## config.mk

```make
export PLATFORM = sky130hd
export DESIGN_NAME = sel_round_robin_flat
export DESIGN_NICKNAME = d
export VERILOG_FILES = /design/src/rtl/sel_pkg.sv /design/src/rtl/sel_round_robin_if.sv /design/src/rtl/rr_pick.sv /design/src/rtl/sel_round_robin.sv /design/src/flat_wrapper.sv
export SDC_FILE = /design/constraint.sdc
export NUM_CORES = 1
export LEC_CHECK = 0
export CAP_MARGIN = 0
export CORE_AREA = 2 2 39 41
export DETAILED_ROUTE_END_ITERATION = 12
export DIE_AREA = 0 0 41 43
export PLACE_DENSITY = 0.76
export SKIP_LAST_GASP = 1
export SYNTH_ARGS = -nofsm -noshare
export SYNTH_HDL_FRONTEND = slang
export SYNTH_SLANG_ARGS = --single-unit
```

## constraint.sdc

```tcl
create_clock -name clk -period 5.2 [get_ports clk]
set_input_delay 1.3 -clock clk [delete_from_list [all_inputs] [get_ports clk]]
set_output_delay 1.3 -clock clk [all_outputs]
set_load 0.03 [all_outputs]
```

## src/rtl/sel_pkg.sv

```systemverilog
// Shared types for the round-robin select scheduler and the 4:1 mux stage it feeds.
package sel_pkg;

    localparam int NUM_SRC = 4;

    typedef logic [1:0] sel_t;

    typedef enum logic {
        IDLE,
        GRANT
    } sched_state_t;

    function automatic logic [NUM_SRC-1:0] sel_onehot(input sel_t s);
        sel_onehot    = '0;
        sel_onehot[s] = 1'b1;
    endfunction

endpackage

```

## src/rtl/sel_round_robin_if.sv

```systemverilog
// Request/accept handshake and registered select outputs between sources, scheduler and mux.
interface sel_round_robin_if;
    import sel_pkg::*;

    logic [NUM_SRC-1:0] req;
    logic               accept;
    sel_t               sel;
    logic [NUM_SRC-1:0] grant;
    logic               grant_valid;

    modport master (
        input  req,
        input  accept,
        output sel,
        output grant,
        output grant_valid
    );

    modport slave (
        output req,
        output accept,
        input  sel,
        input  grant,
        input  grant_valid
    );

endinterface

```

## src/rtl/rr_pick.sv

```systemverilog
// Combinational round-robin pick: first requester after last, with last itself searched at the end.
module rr_pick
    import sel_pkg::*;
(
    input  logic [NUM_SRC-1:0] req_i,
    input  sel_t               last_i,
    output sel_t               pick_o,
    output logic               any_o
);

    always_comb begin
        pick_o = last_i;
        any_o  = |req_i;
        case (last_i)
            2'd0: begin
                if      (req_i[1]) pick_o = 2'd1;
                else if (req_i[2]) pick_o = 2'd2;
                else if (req_i[3]) pick_o = 2'd3;
                else               pick_o = 2'd0;
            end
            2'd1: begin
                if      (req_i[2]) pick_o = 2'd2;
                else if (req_i[3]) pick_o = 2'd3;
                else if (req_i[0]) pick_o = 2'd0;
                else               pick_o = 2'd1;
            end
            2'd2: begin
                if      (req_i[3]) pick_o = 2'd3;
                else if (req_i[0]) pick_o = 2'd0;
                else if (req_i[1]) pick_o = 2'd1;
                else               pick_o = 2'd2;
            end
            2'd3: begin
                if      (req_i[0]) pick_o = 2'd0;
                else if (req_i[1]) pick_o = 2'd1;
                else if (req_i[2]) pick_o = 2'd2;
                else               pick_o = 2'd3;
            end
            default: pick_o = 2'd0;
        endcase
    end

endmodule

```

## src/rtl/sel_round_robin.sv

```systemverilog
// Registered round-robin scheduler driving the 2-bit select of the downstream 4:1 mux,
// holding each grant for at most HOLD_MAX accepted beats.
module sel_round_robin
    import sel_pkg::*;
#(
    parameter int HOLD_MAX = 4
) (
    input  logic               clk,
    input  logic               rst,
    sel_round_robin_if.master  bus
);

    localparam int                CNT_W    = (HOLD_MAX > 1) ? $clog2(HOLD_MAX) : 1;
    localparam logic [CNT_W-1:0] CNT_LAST = CNT_W'(HOLD_MAX - 1);

    sched_state_t       state_q, state_d;
    sel_t               sel_q, sel_d;
    sel_t               last_q, last_d;
    logic [CNT_W-1:0]   cnt_q, cnt_d;
    logic [NUM_SRC-1:0] grant_q, grant_d;
    logic               valid_q, valid_d;

    sel_t               pick_last;
    sel_t               pick;
    logic               any_req;
    logic               release_grant;

    // On a release the search must start after the holder being released, not the stale last.
    assign pick_last = (state_q == GRANT) ? sel_q : last_q;

    rr_pick u_pick (
        .req_i  (bus.req),
        .last_i (pick_last),
        .pick_o (pick),
        .any_o  (any_req)
    );

    assign release_grant = (bus.accept && (cnt_q == CNT_LAST)) || !bus.req[sel_q];

    always_comb begin
        state_d = state_q;
        sel_d   = sel_q;
        last_d  = last_q;
        cnt_d   = cnt_q;
        grant_d = grant_q;
        valid_d = valid_q;
        case (state_q)
            IDLE: begin
                grant_d = '0;
                valid_d = 1'b0;
                if (any_req) begin
                    state_d = GRANT;
                    sel_d   = pick;
                    grant_d = sel_onehot(pick);
                    valid_d = 1'b1;
                    cnt_d   = '0;
                end
            end
            GRANT: begin
                if (release_grant) begin
                    last_d = sel_q;
                    cnt_d  = '0;
                    if (any_req) begin
                        sel_d   = pick;
                        grant_d = sel_onehot(pick);
                        valid_d = 1'b1;
                    end else begin
                        state_d = IDLE;
                        grant_d = '0;
                        valid_d = 1'b0;
                    end
                end else if (bus.accept) begin
                    cnt_d = cnt_q + CNT_W'(1);
                end
            end
            default: begin
                state_d = IDLE;
                grant_d = '0;
                valid_d = 1'b0;
            end
        endcase
    end

    always_ff @(posedge clk) begin
        if (rst) begin
            state_q <= IDLE;
            sel_q   <= 2'b00;
            last_q  <= 2'b11;
            cnt_q   <= '0;
            grant_q <= '0;
            valid_q <= 1'b0;
        end else begin
            state_q <= state_d;
            sel_q   <= sel_d;
            last_q  <= last_d;
            cnt_q   <= cnt_d;
            grant_q <= grant_d;
            valid_q <= valid_d;
        end
    end

    assign bus.sel         = sel_q;
    assign bus.grant       = grant_q;
    assign bus.grant_valid = valid_q;

endmodule

```

## src/flat_wrapper.sv

```systemverilog
// flat-port wrapper written by rule: the top's interface ports become plain ports
module sel_round_robin_flat import sel_pkg::*;
#(
    parameter int HOLD_MAX = 4
)
  (clk, rst, bus_req, bus_accept, bus_sel, bus_grant, bus_grant_valid);
  sel_round_robin_if bus_i ();
  input  logic clk;
  input  logic rst;
  input wire logic [$bits(bus_i.req)-1:0] bus_req;
  input wire logic [$bits(bus_i.accept)-1:0] bus_accept;
  output wire logic [$bits(bus_i.sel)-1:0] bus_sel;
  output wire logic [$bits(bus_i.grant)-1:0] bus_grant;
  output wire logic [$bits(bus_i.grant_valid)-1:0] bus_grant_valid;
  assign bus_i.req = bus_req;
  assign bus_i.accept = bus_accept;
  assign bus_sel = bus_i.sel;
  assign bus_grant = bus_i.grant;
  assign bus_grant_valid = bus_i.grant_valid;
  sel_round_robin #(.HOLD_MAX(HOLD_MAX)) u_core (.clk(clk), .rst(rst), .bus(bus_i));
endmodule
```

==> qor.log <==
qor: worst_setup_path.critPathMaxStageDelay 530 ps
qor: floorplan.die-height 43 µm
qor: power.internal_power 0.1863 mW
qor: clock_network.insertion_delay 290 ps
qor: clock_network.clk_path_buf_depth 2
qor: worst_setup_path.critPathRequiredTime 5420 ps
qor: global_route.maximum_number_of_pins_on_one_net_before_global_route_repair 12
qor: worst_setup_path.endpoint u_core.bus.grant[2]
qor: yosys.synth.distinct_cells 30
qor: place.gp_routability_congestion 0.7782
qor: drt.drt.antenna.violating_nets 0
qor: power.vdd.ir_drop.worst 0.1958 mV
qor: worst_setup_path.crit-reg2reg-launch u_core.state_q
qor: yosys.synth-xor-area-share 0%
qor: yosys.synth_top_family_by_area compound AO/OA/AOI/OAI gates
qor: worst_setup_path.crit_chain clkdlybuf4s50_1, mux4_2, a31o_1, and3b_2, nand2b_1, a21oi_2
qor: floorplan.core_area 1384 µm²
qor: finish.drive_above_1_share 14.63%
qor: yosys.yosysWarnings 0
qor: global_route.grt_first_pass_wirelength 2270 µm
qor: drt.drcViolationCount 0
qor: timing.timing.final.crit_share 54.43%
qor: worst_setup_path.worst-path-max-fanout 6
qor: timing.fin_setup_tns 0 ps
qor: floorplan.initial_core_util 45.57%
qor: timing.skew 1.481 ps
qor: timing.whs 465.0 ps
qor: worst_setup_path.timing.critical_path.arrival 3050 ps
qor: power.static_leakage_power 0.3233 nW
qor: clock_network.post_cts.repair.setup_buffers 0
qor: clock_network.cts_num_sinks 12
qor: power.share_comb_of_total_power 31.5%
qor: floorplan.die_area 1763 µm²
qor: run_status.outcome completed
qor: clock_network.cts.root.buffer_cell sky130_fd_sc_hd__clkbuf_4
qor: power.pwr_density_cell 351.5 nW/µm²
qor: yosys.post_synth_mux_area_share 9.722%
qor: worst_setup_path.crit_path_start bus_req[2]
qor: finish.antennaDiodeCount 0
qor: clock_network.tritoncts done
qor: worst_setup_path.start_kind input port
qor: place.pre_cts_ws 2082 ps
qor: clock_network.ctsResizeCount 0
qor: yosys.yosys-top-cells-area sky130_fd_sc_hd__dfxtp_1 (38%), sky130_fd_sc_hd__a211o_1 (5.6%), sky130_fd_sc_hd__nand2_1 (4.8%)
qor: finish.most_common_cell_after_layout_fill_and_taps_aside sky130_fd_sc_hd__clkdlybuf4s50_1
qor: yosys.mappedNetlistNets 76
qor: place.buffer_ports.inserted 13
qor: drt.dr_wl_met2 601 µm
qor: yosys.synth.top_cell.area_share 38.10%
qor: global_route.number_of_global_route_vias_before_repair 532
qor: place.placedCellCount 94
qor: global_route.groute.usage.overall 19.41%
qor: drt.drt_iter0_drc 19
qor: power.netSwitchingFraction 32.85%
qor: clock_network.cts_buffers 3
qor: worst_setup_path.worstSetupPathType input port to register
qor: flow_run.drv_cap 0
qor: finish.multi_input_area 355.3 µm²
qor: timing.finalHoldViolations 0
qor: drt.routedLengthMet1 601 µm
qor: worst_setup_path.r2r-end u_core.bus.grant[0]
qor: worst_setup_path.regToRegSetupSlack 3240 ps
qor: finish.finish.net_count 91
qor: power.pnr_total_power 0.2775 mW
qor: timing.final_critical_path_required_period 2830 ps
qor: drt.met3WireLength 90 µm
qor: yosys.synth_seq_area_share 38.10%
qor: timing.finalSetupViolCount 0
qor: global_route.congestion_overflow_gr 0
qor: worst_setup_path.critPathCaptureType register
qor: yosys.synth-seq-cells 12
qor: worst_setup_path.critPathSlowestCell sky130_fd_sc_hd__mux4_2
qor: finish.final_util 57.05%
qor: power.power.switching 0.09117 mW
qor: finish.flow.area_growth_from_synthesis 25.20%
qor: timing.max_freq 0.3533 GHz
qor: drt.drtPass1Iterations 5
qor: yosys.netlist.top_cell.by_area sky130_fd_sc_hd__dfxtp_1
qor: drt.highest_layer met4
qor: drt.drt_wl_total 1339 µm
qor: drt.routedWlPerCell 13.66 µm
qor: finish.num-fill-cells 133
qor: floorplan.ioPinCount 14
qor: finish.seqCellArea 240.2 µm²
qor: yosys.post_synth_and_or_nand_nor_area_fraction 21.43%
qor: hold_path.holdCritPathClass register to register
qor: finish.final_cell_area 789.5 µm²
qor: finish.final_cells 98
qor: clock_network.post_cts_clock_slew_at_the_launch_and_capture_registers_of_the_worst_setup_and_hold_paths 80 ps
qor: yosys.synth_compound_gate_area_share 23.21%
qor: place.hpwl 929.6 µm
qor: timing.worst_slew_pin_slew 494.9 ps
qor: power.p_clk_share 28.4%
qor: timing.rsz0062_at_grt no
qor: worst_setup_path.rr_worst_depth 5
qor: finish.highest_count_cells_in_the_layout_ignoring_fill_and_taps sky130_fd_sc_hd__clkdlybuf4s50_1 (13), sky130_fd_sc_hd__dfxtp_1 (12), sky130_fd_sc_hd__nor2_1 (8), sky130_fd_sc_hd__nand2_1 (8)
qor: yosys.synthesis.area_per_instance 9.274 µm²
qor: yosys.synth_adder_area_share 1.984%
qor: yosys.mappedNetlistArea 630.6 µm²
qor: floorplan.chipWidth 41 µm
qor: power.seq_power_share 40.1%
qor: floorplan.num_rows 14
qor: timing.report.final.slew_viol_count 0
qor: place.detailed_place.area 753.2 µm²
qor: timing.relative_slew_margins 66.70%
qor: global_route.antenna_found_initial 0
qor: yosys.post_synth_inst_count 68
qor: clock_network.hold_buffers 0
qor: drt.drt-vias-per-instance 5.735
qor: drt.total_number_of_vias 562
qor: clock_network.h-tree-depth 1
qor: timing.postLayoutSetupSlackWorst 2370 ps
cell type report:
cell class                 count  share of cell area [%]
clock buffer                   4                   4.596
sequential                    12                   30.43
tap                           16                   2.536
inverter                       2                  0.9509
multi-input combinational     51                   45.01
timing repair buffer          13                   16.48
registers in the layout, summed over array words and instances (netlist names):
register and count:
u_core.bus.grant 4, u_core.bus.grant_valid 1, u_core.bus.sel 2, u_core.cnt_q 2, u_core.last_q 2, u_core.state_q 1
synth_stat cells (all sizes together):
cell type / n
a21oi: 5
buf: 2
nor2b: 1
inv: 2
a32oi: 1
o31a: 1
a211o: 4
a31o: 1
and3b: 1
o211ai: 1
mux2: 1
o32ai: 1
o21a: 1
a22o: 1
dfxtp: 12
mux4: 1
and3: 4
nand2: 8
dlygate4sd1: 1
nand2b: 4
o21bai: 1
nor4: 1
ha: 1
mux2i: 2
a22oi: 2
nor2: 8
critical path: cells and delay by family:
| kind | cells | cell delay [ps] |
|---|---|---|
| compound gates | 2 | 380 |
| buf+inv | 1 | 500 |
| mux | 1 | 530 |
| simple gates | 2 | 340 |
routing by layer:
layer / GRT usage (%) / up-vias
met5: 0 / -
met2: 28.75 / 22
met1: 24.01 / 259
li1: - / 276
met3: 3.141 / 5
met4: 14.00 / 0
power groups by stage:
| stage | combinational [mW] | sequential (mW) | clock [mW] |
|---|---|---|---|
| 2_1_floorplan | 0.0478 | 0.125 | 0 |
| 5_1_grt | 0.0958 | 0.113 | 0.0816 |
| 3_5_place_dp | 0.0869 | 0.113 | 0 |
| 6_report | 0.0873 | 0.111 | 0.0789 |
| 4_1_cts | 0.0875 | 0.111 | 0.0787 |
| 3_3_place_gp | 0.0858 | 0.113 | 0 |
kinds of logic (layout without fill, tap and decap cells):
logic type | count (synthesis) | in the layout
AOI/OAI and AO/OA | 19 | 19
adders and majority gates | 1 | 1
buffers and inverters | 5 | 19
DFF | 12 | 12
muxes | 4 | 4
and+or+nand+nor | 27 | 27
worst min path at each step:
stage / from / end / slack, ps / depth (start not counted)
after floorplan: u_core.last_q[0] / u_core.last_q[0] / 430 / 1
after global placement: u_core.bus.grant[0] / u_core.bus.grant[0] / 450 / 2
after detailed placement: u_core.last_q[0] / u_core.last_q[0] / 450 / 1
after CTS: u_core.bus.grant[0] / u_core.bus.grant[0] / 470 / 2
after global routing: u_core.last_q[0] / u_core.last_q[0] / 480 / 1
final: u_core.bus.grant[0] / u_core.bus.grant[0] / 470 / 2
Power figures use the tool's default switching activity.
